### config.mk
export PLATFORM = sky130hd
export DESIGN_NAME = seg7_scan_driver
export DESIGN_NICKNAME = d
export VERILOG_FILES = /design/src/rtl/seg7_scan_driver.sv
export SDC_FILE = /design/constraint.sdc
export NUM_CORES = 1
export LEC_CHECK = 0
export BUFFER_PORTS_ARGS = -buffer_cell sky130_fd_sc_hd__buf_2
export CORE_MARGIN = 4
export CORE_UTILIZATION = 35
export DETAILED_ROUTE_END_ITERATION = 10
export RECOVER_POWER = 25
export SETUP_SLACK_MARGIN = 0.4
export SYNTH_ARGS = -nofsm -noshare
export SYNTH_HDL_FRONTEND = slang
export SYNTH_SLANG_ARGS = --single-unit
### constraint.sdc
create_clock -name clk -period 2.9 [get_ports clk]
set_clock_uncertainty 0.15 [all_clocks]
set_input_delay 0.87 -clock clk [delete_from_list [all_inputs] [get_ports clk]]
set_output_delay 0.87 -clock clk [all_outputs]
set_load 0.01 [all_outputs]
### src/rtl/seg7_scan_driver.sv
// rtl/seg7_scan_driver.sv - time-multiplexed N-digit 7-segment scan driver
// Shadow/display double buffering keeps a frame from mixing old and new digits.
module seg7_scan_driver #(
  parameter int N_DIGITS    = 4,
  parameter int REFRESH_DIV = 50000,
  parameter int HEX_MODE    = 1,
  parameter int ACTIVE_LOW  = 1
) (
  input  logic                  clk,
  input  logic                  rst,
  input  logic [4*N_DIGITS-1:0] value,
  input  logic [N_DIGITS-1:0]   dp_in,
  input  logic                  blank_lz,
  input  logic                  load,
  output logic [7:0]            seg,
  output logic [N_DIGITS-1:0]   an,
  output logic                  frame_done
);

  localparam int IDX_W = (N_DIGITS > 1) ? $clog2(N_DIGITS) : 1;
  localparam int PS_W  = $clog2(REFRESH_DIV);
  localparam logic [IDX_W-1:0] LAST_IDX = IDX_W'(N_DIGITS - 1);
  localparam logic [PS_W-1:0]  LAST_PS  = PS_W'(REFRESH_DIV - 1);
  localparam logic             INV      = (ACTIVE_LOW != 0);

  logic [PS_W-1:0]       presc;
  logic [IDX_W-1:0]      idx;
  logic [4*N_DIGITS-1:0] shadow_value, disp_value;
  logic [N_DIGITS-1:0]   shadow_dp, disp_dp;
  logic                  shadow_blz, disp_blz;
  logic                  pending;

  logic                  tick, wrap;
  logic [3:0]            cur_nib;
  logic                  cur_dp, cur_blank, all_zero;
  logic [N_DIGITS-1:0]   an_on;
  logic [7:0]            seg_lit;

  assign tick = (presc == LAST_PS);
  assign wrap = tick && (idx == LAST_IDX);

  function automatic logic [6:0] decode(input logic [3:0] n);
    if (HEX_MODE == 0 && n > 4'd9) return 7'h00;
    case (n)
      4'h0: return 7'h3F;
      4'h1: return 7'h06;
      4'h2: return 7'h5B;
      4'h3: return 7'h4F;
      4'h4: return 7'h66;
      4'h5: return 7'h6D;
      4'h6: return 7'h7D;
      4'h7: return 7'h07;
      4'h8: return 7'h7F;
      4'h9: return 7'h6F;
      4'hA: return 7'h77;
      4'hB: return 7'h7C;
      4'hC: return 7'h39;
      4'hD: return 7'h5E;
      4'hE: return 7'h79;
      default: return 7'h71;
    endcase
  endfunction

  // Walk from the most significant digit down so all_zero means "this digit and everything above it is zero".
  always_comb begin
    all_zero  = 1'b1;
    cur_nib   = 4'd0;
    cur_dp    = 1'b0;
    cur_blank = 1'b0;
    an_on     = '0;
    for (int i = N_DIGITS - 1; i >= 0; i--) begin
      all_zero = all_zero && (disp_value[4*i +: 4] == 4'd0);
      if (idx == IDX_W'(i)) begin
        cur_nib   = disp_value[4*i +: 4];
        cur_dp    = disp_dp[i];
        an_on[i]  = 1'b1;
        cur_blank = disp_blz && (i != 0) && all_zero;
      end
    end
    seg_lit = {cur_dp, cur_blank ? 7'h00 : decode(cur_nib)};
  end

  always_ff @(posedge clk) begin
    if (rst) begin
      presc        <= '0;
      idx          <= '0;
      shadow_value <= '0;
      shadow_dp    <= '0;
      shadow_blz   <= 1'b0;
      disp_value   <= '0;
      disp_dp      <= '0;
      disp_blz     <= 1'b0;
      pending      <= 1'b0;
      seg          <= {8{INV}};
      an           <= {N_DIGITS{INV}};
      frame_done   <= 1'b0;
    end else begin
      presc      <= tick ? '0 : presc + 1'b1;
      if (tick) idx <= wrap ? '0 : idx + 1'b1;
      frame_done <= wrap;
      seg        <= seg_lit ^ {8{INV}};
      an         <= an_on ^ {N_DIGITS{INV}};

      if (load) begin
        shadow_value <= value;
        shadow_dp    <= dp_in;
        shadow_blz   <= blank_lz;
      end
      // A load on the wrap cycle bypasses the shadow so it appears in the frame starting now.
      if (wrap && load) begin
        disp_value <= value;
        disp_dp    <= dp_in;
        disp_blz   <= blank_lz;
        pending    <= 1'b0;
      end else if (wrap && pending) begin
        disp_value <= shadow_value;
        disp_dp    <= shadow_dp;
        disp_blz   <= shadow_blz;
        pending    <= 1'b0;
      end else if (load) begin
        pending    <= 1'b1;
      end
    end
  end

endmodule
# After elaboration in Yosys (flattened, before gate mapping)
# Memories as Yosys holds them, arrays and structs flattened.
# Cells that the tools add are included.
[totals] mem_bits_ro=112 output_inout_bits=13 register_bits=74 inputBits=24 n_memories=1 word_cells=60
[op_classes] n_addsub=2 n_reduce_logical=15 n_bitwise=2 muxes=24 eq_ne=4
[memory_table] name="(name not given)" depth=16 word_bits=7 rd=1 rd_ports_with_merged_regs=0 wr=0 line="44" rtl="case (n)"
[op_table] op="$mux W16" count=2
[op_table] op="$mux W4" count=6
[op_table] op="$add A16 B1 Y16 const B" count=1
[op_table] op="$eq A16 B16 Y1 const B" count=1
[op_table] op="$mux W1" count=14
[op_table] op="$logic_not A4 Y1" count=3
[op_table] op="$logic_and A1 B1 Y1" count=8
[op_table] op="$not A8 Y8" count=1
[op_table] op="$mux W7" count=1
[op_table] op="$eq A2 B2 Y1 const B" count=2
[op_table] op="$not A4 Y4" count=1
[op_table] op="$reduce_or A3 Y1" count=1
[op_table] op="$add A2 B1 Y2 const B" count=1
[op_table] op="$eq A2 B1 Y1 const B" count=1
[op_table] op="$logic_not A2 Y1" count=1
[op_table] op="$mux W2" count=1
[op_table] op="$reduce_bool A2 Y1" count=1
[op_table] op="$reduce_or A2 Y1" count=1

# Depth between registers and ports, before layout
# Gate-level depths: netlist of the first run.
[logic_depth] depth_word=8 ltp_mapped=13 depth_no_buf=12

# Worst setup path after synthesis of the first run
# Ideal clock, no wire load.
[synth_path] path_type="reg-to-reg" startpoint="register idx[0]" endpoint="register seg[3]" t_required_ns=2.687 slack_ns=0.464 n_path_buf=1 stages_incl_launch_ff=14 synth_period_minus_slack_ns=2.436 t_arrival_ns=2.223 setup_ns=0.063 path_cell_list="dfxtp_1 > inv_1 > ha_1 > or2_0 > buf_2 > a21oi_1 > a21oi_2 > inv_1 > ha_1 > a21oi_1 > o21ai_0 > and2_1 > a32o_1 > nand2_1"
[synth_via] elab_chain_len=8 elab_cells_between_ends=15 classes_between="eq/ne (3); mux (9); bitwise (1); reduce/logical (1); memory (1)"
[synth_rtl] item="start: declaration" line="27" rtl="logic [IDX_W-1:0] idx;"
[synth_rtl] item="start signal: assignment" line="99" rtl="if (tick) idx <= wrap ? '0 : idx + 1'b1;"
[synth_rtl] item="$eq A2 B2 Y1" line="73" rtl="if (idx == IDX_W'(i)) begin"
[synth_rtl] item="$mux W4 (4 in a row)" line="73"
[synth_rtl] item="$mem_v2 Z16 W7"
[synth_rtl] item="$mux W7 *" line="80" rtl="seg_lit = {cur_dp, cur_blank ? 7'h00 : decode(cur_nib)};"
[synth_rtl] item="$not A8 Y8 (no source line) *"
[synth_rtl] item="end signal: assignment" line="94" rtl="seg <= {8{INV}};"
[synth_rtl] item="end signal: assignment" line="101" rtl="seg <= seg_lit ^ {8{INV}};"
[synth_rtl] item="end: declaration" line="15" rtl="output logic [7:0] seg,"
# Every way passes the cells marked *; elsewhere a longest branch is shown, timed or not.
# A chain may end at the register's enable or synchronous reset.

# Worst setup path in the final report of the first run
[layout_path] startpoint="register idx[1]" endpoint="register seg[3]"
# Same word-level chain as after synthesis.

==> results of run 1 <==
path summary, 6_finish.rpt:
check,startpoint,end,slack (ps),cells after the start
hold reg to reg,presc[0]$_SDFF_PP0_,presc[0]$_SDFF_PP0_,310,1
setup reg to reg,idx[1]$_SDFFE_PP0P_,seg[3]$_SDFF_PP1_,550,13
hold / removal,presc[0]$_SDFF_PP0_,presc[0]$_SDFF_PP0_,310,1
setup / recovery,idx[1]$_SDFFE_PP0P_,seg[3]$_SDFF_PP1_,550,13
flip-flops by register name, summed over array words and instances, names as in the netlist:
name	flops
disp_blz	1
presc	16
shadow_dp	4
idx	2
disp_dp	4
seg	8
an	4
pending	1
shadow_value	16
shadow_blz	1
disp_value	16
frame_done	1
metal layers:
metal,routed length [um],part of all wire,track usage
met1,3550,0.50,0.183
met2,3020,0.43,0.189
met3,377,0.053,0.0480
met4,103,0.015,0.0444
met5,0,0,0
power by group:
part / internal (mW) / leakage, nW / switching [mW]
Clock: 0.395 / 0.0856 / 0.380
Sequential: 1.04 / 0.605 / 0.0121
Combinational: 0.0554 / 0.879 / 0.0661
synthesized netlist by cell type, drive strengths merged (2+ instances only):
master,instances,area [um2]
nand2,23,86.3
nor2b,3,18.8
xnor2,5,43.8
ha,11,138
a22oi,22,165
clkbuf,10,37.5
o21ai,13,68.8
o221ai,2,35.0
buf,13,76.3
nand4,3,33.8
and4bb,2,25.0
nand2b,9,56.3
nor2,65,251
nor3,4,20.0
and3,7,43.8
a21oi,8,43.8
nand3b,2,15.0
inv,7,26.3
dfxtp,74,1480
mux2i,25,250
a22o,21,184
xor2,9,78.8
nand3,4,20.0
or3,2,12.5
and2,6,37.5
area by class of cell:
cell class / instances / area, um2
inverter: 7 / 26.3
fill: 930 / 5420
multi-input combinational: 260 / 1800
timing repair buffer: 46 / 255
sequential: 74 / 1490
clock inverter: 4 / 53.8
clock buffer: 11 / 131
tap: 129 / 161
stage by stage:
step	setup slack, ps	utilization	power (mW)	instance area, um2
floorplan	464	-	1.16	3380
global placement	412	0.392	1.20	3660
detailed placement	303	0.392	1.20	3660
CTS	404	0.414	1.98	3860
global route	367	0.419	2.04	3910
finish	548	0.419	1.95	3910
critical path, cell delays in order (launching register included):
cell and delay (ps):
dfxtp_2 360, inv_1 70, ha_1 200, buf_4 180
nand2b_1 100, mux2i_2 80, a21oi_2 190, inv_2 100
ha_4 250, a21oi_1 140, o21ai_1 60, and2_1 140
a32o_1 210, nand2_1 60
kinds of logic (layout without fill, tap and decap cells):
family          Yosys count  count (layout)  synth area share
simple gates            134             134             0.197
fa+ha+maj                11              11            0.0407
compound gates           76              76             0.172
flops                    74              74             0.438
buf+inv                  30              68            0.0415
mux                      25              25            0.0740
xor+xnor                 14              14            0.0363
repair_timing:
| item | in CTS | in global routing |
|---|---|---|
| gates cloned | 0 | 0 |
| pin swaps | 1 | 2 |
| gates resized for setup | 5 | 14 |
| setup buffers | 1 | 2 |
| hold buffers | 0 | 0 |
| endpoints found under the setup margin | 2 | 7 |
==> results.py, run 1 <==
metrics = {
    "status": {
        "run_status": "finished, final reports clean",
    },
    "synthesis": {
        "synth_edf_count": 0,
        "synthCells": 364,
        "synth-main-ff-cell": "dfxtp_1",
        "seq_area_frac_synth": 0.438,
        "synth_cell_types": 47,
        "async_flop_share": 0,
        "yosysWarnings": 0,
        "ys_ff_latch": 74,
        "synth_fp_nets": 399,
        "syn-cell-area_mm2": 0.00338,
        "avgSynthCellArea_um2": 9.28,
    },
    "global_route": {
        "grt_pass1_wl_um": 12100,
        "grt_usage": 0.132,
        "grt_max_degree": 44,
        "grt_pass1_vias": 2475,
        "antenna_found_initial": 0,
        "gr-total-overflow": 0,
    },
    "clocking": {
        "cts_tree": "done",
        "clock_path_buffers": 2,
        "clk_latency_ps": 350,
        "cts_max_level": 3,
        "clkTransAtPathRegs_ps": 80,
        "cts.sink_count": 74,
        "numCtsBuffers": 9,
        "root_buffer": "clkbuf_8",
    },
    "final_layout": {
        "antenna-diode-count": 0,
        "nets": 433,
        "drive_gt1_frac": 0.194,
        "final_common_cell": "dfxtp_1",
        "stdcell_count": 531,
        "area_growth_pct": 15.7,
        "final_cell_mix": "dfxtp_1 (72), nor2_1 (64), buf_2 (35), mux2i_1 (24), nand2_1 (23)",
    },
    "die": {
        "core_mm2": 0.00933,
        "num_io_pins": 37,
        "die_y_um": 106,
        "std_cell_rows": 35,
        "fp.dieW_um": 106,
        "dieArea_mm2": 0.0113,
        "initial_utilization": 0.362,
    },
    "critical_path": {
        "required_ps": 3040,
        "start_kind": "flop",
        "worstSetupEndpointType": "flop",
        "crit_arrival_ps": 2490,
        "path_max_fanout": 12,
        "critPathKind": "flop to flop",
    },
    "worst_hold_path": {
        "hp-class": "flop to flop",
    },
    "power_and_ir_drop": {
        "p_per_area_mw_per_mm2": 499,
        "leakage_nw": 1.57,
        "vdd_drop_max_mv": 0.350,
    },
    "timing": {
        "max_slew_margin": 0.446,
        "worstMarginPinSlew_ps": 832,
        "finalHoldWorstSlack_ps": 314,
        "rsz0062_at_grt": "no",
        "fmax_mhz": 425,
        "fin_crit_ps": 2350,
        "fin_crit_sh": 0.811,
        "setup_tns_ps": 0,
        "setup_viol": 0,
        "maxSlewViolCount": 0,
        "hold_violations": 0,
    },
    "placement": {
        "place.gp.congestion": 0.789,
        "hpwl_um": 4900,
        "port-buffer-count": 36,
        "place_inst": 513,
    },
    "drt": {
        "detail_route.wl_per_cell_um": 13.3,
        "post-route-drc-count": 0,
        "vias": 2583,
        "routed_wl_um": 7050,
        "detail-route-antenna-nets": 0,
        "via_per_inst": 4.86,
        "drt_pre_antenna_iters": 5,
        "drtIter0Drc": 107,
    },
    "run": {
        "max_cap_violations": 0,
    },
}
Note: power is estimated with default switching activity, not from simulation.
==> run 2: changes to the inputs <==
--- a/config.mk
+++ b/config.mk
@@ -5,6 +5,7 @@
 export SDC_FILE = /design/constraint.sdc
 export NUM_CORES = 1
 export LEC_CHECK = 0
+export ABC_AREA = 1
 export BUFFER_PORTS_ARGS = -buffer_cell sky130_fd_sc_hd__buf_2
 export CORE_MARGIN = 4
 export CORE_UTILIZATION = 35
==> constraint.sdc (replaced) <==
create_clock -name clk -period 2.2 [get_ports clk]
set_clock_uncertainty 0.15 [all_clocks]
set_input_delay 0.66 -clock clk [delete_from_list [all_inputs] [get_ports clk]]
set_output_delay 0.66 -clock clk [all_outputs]
set_load 0.01 [all_outputs]
==> results.py, run 2 <==
metrics = {
    "synthesis": {
        "yosysWarnings": 0,
        "syn-cell-area_mm2": 0.00359,
        "yosys-top-cells-area": "dfxtp_1 (41%), nand2_1 (17%), a21oi_1 (8.1%), inv_1 (7.4%), ha_1 (3.8%)",
        "seq_area_frac_synth": 0.413,
        "synth-main-ff-cell": "dfxtp_1",
        "synthCells": 518,
        "synth_area_leader_cell": "dfxtp_1",
        "async_flop_share": 0,
        "synth_commonest_cells": "nand2_1 (162), dfxtp_1 (74), inv_1 (71), a21oi_1 (58), nor2_1 (27)",
        "synth_cell_types": 34,
        "yosysMostFrequentCell": "nand2_1",
        "avgSynthCellArea_um2": 6.93,
        "synth_fp_nets": 553,
        "ys_ff_latch": 74,
        "synth_top_area_share": 0.413,
        "synth_edf_count": 0,
    },
    "clocking": {
        "cts_max_level": 3,
        "cts_tree": "done",
        "root_buffer": "clkbuf_8",
        "cts_hold_buf": 0,
        "cts.sink_count": 74,
        "clock_path_buffers": 2,
        "clkTransAtPathRegs_ps": 80,
        "numCtsBuffers": 9,
        "clk_latency_ps": 350,
    },
    "global_route": {
        "antenna_found_initial": 0,
        "grt_max_degree": 43,
        "gr-total-overflow": 0,
        "grt_pass1_vias": 3381,
        "grt_pass1_wl_um": 15700,
        "grt_usage": 0.165,
    },
    "timing": {
        "setup_tns_ps": 0,
        "fmax_mhz": 496,
        "maxSlewViolCount": 0,
        "fin_crit_ps": 2020,
        "rsz0062_at_grt": "yes",
        "fin_ws_ps": 184,
        "fin_crit_sh": 0.916,
        "finalHoldWorstSlack_ps": 296,
        "hold_violations": 0,
        "worstMarginPinSlew_ps": 546,
        "setup_viol": 0,
        "max_slew_margin": 0.636,
    },
    "final_layout": {
        "final_common_cell": "nand2_1",
        "reg_top3": "disp_value x16, presc x16, shadow_value x16",
        "final_cell_mix": "nand2_1 (116), dfxtp_1 (70), inv_1 (63), a21oi_1 (40), buf_2 (35)",
        "nets": 631,
        "drive_gt1_frac": 0.389,
        "final_area_mm2": 0.00516,
        "postLayoutCoreUtil": 0.523,
        "antenna-diode-count": 0,
        "stdcell_count": 734,
        "area_growth_pct": 43.8,
    },
    "drt": {
        "post-route-drc-count": 0,
        "detail_route.wl_per_cell_um": 13.3,
        "routed_wl_um": 9750,
        "vias": 3477,
        "drt_pre_antenna_iters": 5,
        "drtIter0Drc": 157,
        "via_per_inst": 4.74,
        "detail-route-antenna-nets": 0,
    },
    "power_and_ir_drop": {
        "leakage_nw": 2.30,
        "seqPwrFrac": 0.514,
        "p_per_area_mw_per_mm2": 524,
        "switching_share": 0.251,
        "p_int_mw": 2.02,
        "clkPwrFrac": 0.416,
        "combPwrFrac": 0.070,
        "p_sw_uw": 678,
        "vdd_drop_max_mv": 0.302,
        "power_mw": 2.70,
    },
    "placement": {
        "place.gp.congestion": 0.893,
        "place_ws_ps": 72.0,
        "place_inst": 678,
        "placed_area_mm2": 0.00400,
        "hpwl_um": 5500,
        "port-buffer-count": 36,
    },
    "die": {
        "dieArea_mm2": 0.0119,
        "num_io_pins": 37,
        "core_mm2": 0.00986,
        "fp.dieW_um": 109,
        "die_y_um": 109,
        "std_cell_rows": 36,
        "initial_utilization": 0.364,
    },
    "critical_path": {
        "reg2reg_depth": 13,
        "crit_arrival_ps": 2160,
        "critPathKind": "flop to flop",
        "startpoint": "idx[0]$_SDFFE_PP0P_",
        "worstSetupEndpointType": "flop",
        "r2r_start": "idx[0]$_SDFFE_PP0P_",
        "required_ps": 2350,
        "start_kind": "flop",
        "path_max_fanout": 4,
    },
    "worst_hold_path": {
        "whs_path_depth": 1,
        "holdCritStartpoint": "presc[0]$_SDFF_PP0_",
        "hp-class": "flop to flop",
    },
    "run": {
        "max_cap_violations": 0,
    },
    "status": {
        "run_status": "finished, final reports clean",
    },
}
run 2: final cells by class:
type | count | area [um2]
fill | 908 | 4700
multi-input combinational | 350 | 2200
sequential | 74 | 1490
timing repair buffer | 85 | 776
inverter | 76 | 318
tap | 133 | 166
clock buffer | 10 | 138
clock inverter | 6 | 73.8
run 2: cells by family after synthesis:
logic type      count (synthesis)  synth area share
buf+inv                        94             0.106
xor+xnor                        3           0.00732
compound gates                 71             0.107
simple gates                  265             0.329
flops                          74             0.413
fa+ha+maj                      11            0.0383
run 2: repair_timing:
item                                    4_1_cts  5_1_grt
pin swaps                                    15        9
endpoints found under the setup margin       28       46
setup buffers                                24        8
gates cloned                                  5        3
gates resized for setup                      70       77
run 2: final timing paths:
| check | end | slack (ps) |
|---|---|---|
| hold reg to reg | presc[0]$_SDFF_PP0_ | 300 |
| hold / removal | presc[0]$_SDFF_PP0_ | 300 |
| setup / recovery | seg[3]$_SDFF_PP1_ | 180 |
| setup reg to reg | seg[3]$_SDFF_PP1_ | 180 |
run 2: metal layers:
layer / share of wire / vias up / track usage
met5: 0 / - / 0
met2: 0.48 / 103 / 0.270
met3: 0.052 / 27 / 0.0432
met4: 0.030 / 0 / 0.0757
met1: 0.44 / 1586 / 0.204
li1: - / 1761 / -
run 2: critical path, cell delays in order, from the launching register on:
cell	delay (ps)
dfxtp_4	380
inv_4	90
ha_4	180
inv_4	50
nor2_2	160
a21oi_2	100
a21oi_4	200
buf_6	130
buf_6	100
ha_1	160
inv_1	50
nand2_1	80
nand3_2	70
nand3_2	60
run 2: power by group through the flow:
stage / Clock, mW / Sequential (mW) / Combinational (mW)
global route: 1.22 / 1.39 / 0.220
floorplan: 0 / 1.42 / 0.112
global placement: 0 / 1.42 / 0.167
detailed placement: 0 / 1.42 / 0.171
finish: 1.12 / 1.39 / 0.190
CTS: 1.15 / 1.39 / 0.178
==> run 3: changes to the inputs <==
--- a/config.mk
+++ b/config.mk
@@ -7,7 +7,6 @@
 export LEC_CHECK = 0
 export ABC_AREA = 1
 export BUFFER_PORTS_ARGS = -buffer_cell sky130_fd_sc_hd__buf_2
-export CORE_MARGIN = 4
 export CORE_UTILIZATION = 35
 export DETAILED_ROUTE_END_ITERATION = 10
 export RECOVER_POWER = 25
==> results.py, run 3 (synthesized netlist as in run 2, its figures left out) <==
metrics = {
    "final_layout": {
        "nFillCells": 958,
        "drive_gt1_frac": 0.384,
        "final_cell_mix": "nand2_1 (118), dfxtp_1 (70), inv_1 (64), a21oi_1 (39), buf_2 (35)",
        "final_common_cell": "nand2_1",
        "area_growth_pct": 36.9,
        "nets": 618,
        "reg_top3": "disp_value x16, presc x16, shadow_value x16",
        "postLayoutCoreUtil": 0.498,
        "antenna-diode-count": 0,
    },
    "critical_path": {
        "crit_slowest_cell": "dfxtp_4",
        "required_ps": 2300,
        "critPathMaxStageDelay_ps": 380,
        "startpoint": "idx[0]$_SDFFE_PP0P_",
        "critPathKind": "flop to flop",
        "path_max_fanout": 4,
        "path_buf_inv": 3,
        "path_delay_family": "simple AND/OR/NAND/NOR gates",
        "crit_arrival_ps": 2100,
        "start_kind": "flop",
        "worstSetupEndpointType": "flop",
        "r2r_start": "idx[0]$_SDFFE_PP0P_",
        "crit_chain": "inv_4 > ha_4 > inv_4 > nand2_4 > nor2_4 > nand2_2 > a21oi_4 > inv_2 > ha_4 > nand2_2 > nor2_2 > nor2_2 > nand3_1",
    },
    "timing": {
        "maxSlewViolCount": 0,
        "fin_crit_ps": 2010,
        "setup_viol": 0,
        "rsz0062_at_grt": "yes",
        "fin_ws_ps": 193,
        "fin_crit_sh": 0.912,
        "hold_violations": 0,
        "setup_tns_ps": 0,
        "max_slew_margin": 0.547,
        "worstMarginPinSlew_ps": 680,
        "fmax_mhz": 498,
        "finalHoldWorstSlack_ps": 289,
    },
    "placement": {
        "place_ws_ps": 58.8,
        "hpwl_um": 5360,
        "port-buffer-count": 36,
        "place.gp.congestion": 0.828,
    },
    "die": {
        "fp.dieW_um": 103,
        "die_y_um": 103,
        "num_io_pins": 37,
        "initial_utilization": 0.364,
        "std_cell_rows": 36,
        "core_mm2": 0.00986,
        "dieArea_mm2": 0.0107,
    },
    "power_and_ir_drop": {
        "switching_share": 0.242,
        "p_per_area_mw_per_mm2": 550,
        "power_mw": 2.70,
        "p_int_mw": 2.05,
        "vdd_drop_max_mv": 0.252,
        "clkPwrFrac": 0.404,
        "seqPwrFrac": 0.514,
        "p_sw_uw": 655,
        "leakage_nw": 2.18,
        "combPwrFrac": 0.082,
    },
    "drt": {
        "detail_route.wl_per_cell_um": 12.6,
        "post-route-drc-count": 0,
        "vias": 3378,
        "via_per_inst": 4.70,
        "drtIter0Drc": 133,
        "drt_pre_antenna_iters": 4,
        "detail-route-antenna-nets": 0,
        "routed_wl_um": 9050,
    },
    "global_route": {
        "grt_max_degree": 43,
        "antenna_found_initial": 0,
        "grt_pass1_vias": 2969,
        "grt_pass1_wl_um": 14100,
        "gr-total-overflow": 0,
        "grt_usage": 0.174,
    },
    "clocking": {
        "clk_latency_ps": 360,
        "cts.sink_count": 74,
        "cts_max_level": 3,
        "root_buffer": "clkbuf_8",
        "cts_tree": "done",
        "numCtsBuffers": 9,
        "clock_path_buffers": 2,
        "clkTransAtPathRegs_ps": 80,
    },
    "run": {
        "max_cap_violations": 0,
    },
    "status": {
        "run_status": "finished, final reports clean",
    },
    "worst_hold_path": {
        "holdCritStartpoint": "presc[0]$_SDFF_PP0_",
        "hp-class": "flop to flop",
    },
}
## run 3: changes by cell type in the layout (fill, tap and decap cells not counted), moves of 3 or more
cell,before,now
nand2_2,29,25
inv_2,2,6
inv_4,8,5
buf_4,27,21
nand3_1,18,14
nand3_2,6,10
buf_16,4,0
clkinv_4,4,0
nor2_2,4,7
nor2_1,24,20
buf_6,6,9
## run 3: area by class of cell
type / count / area (um2) / area share
clock buffers: 12 / 155 / 0.0316
clock inverters: 2 / 37.5 / 0.00764
inverters: 76 / 298 / 0.0606
multi-input cells: 350 / 2230 / 0.453
flip-flops and latches: 74 / 1490 / 0.304
well taps: 133 / 166 / 0.0339
repair buffers: 72 / 537 / 0.109
## run 3: path summary, 6_finish.rpt
| kind | to | slack [ps] | cells after the start |
|---|---|---|---|
| worst max-delay path | seg[0]$_SDFF_PP1_ | 190 | 13 |
| worst min-delay path | presc[0]$_SDFF_PP0_ | 290 | 1 |
| worst max register to register | seg[0]$_SDFF_PP1_ | 190 | 13 |
| worst min register to register | presc[0]$_SDFF_PP0_ | 290 | 1 |
## run 3: metrics by stage
step | instance area, um2 | instances
CTS | 4440 | 704
finish | 4920 | 719
floorplan | 3670 | 518
global route | 4920 | 719
detailed placement | 4010 | 678
global placement | 4010 | 678
## run 3: power groups by stage
stage | Clock (mW) | Combinational [mW] | Sequential, mW
2_1_floorplan | 0 | 0.112 | 1.42
3_3_place_gp | 0 | 0.170 | 1.42
4_1_cts | 1.12 | 0.177 | 1.39
6_report | 1.09 | 0.221 | 1.39
5_1_grt | 1.18 | 0.249 | 1.39
3_5_place_dp | 0 | 0.174 | 1.42
## run 3: routing by layer
metal / vias up / global-route usage / share of wire
met5: - / 0 / 0
met4: 0 / 0.0769 / 0.027
met3: 26 / 0.0477 / 0.033
met2: 59 / 0.254 / 0.46
met1: 1549 / 0.240 / 0.48
li1: 1744 / - / -
## run 3: what timing repair did
| item | in CTS | in global routing |
|---|---|---|
| gates resized for setup | 30 | 113 |
| hold buffers | 0 | 0 |
| pin swaps | 16 | 47 |
| setup buffers | 10 | 13 |
| setup endpoints to repair | 21 | 47 |
| gates cloned | 2 | 2 |
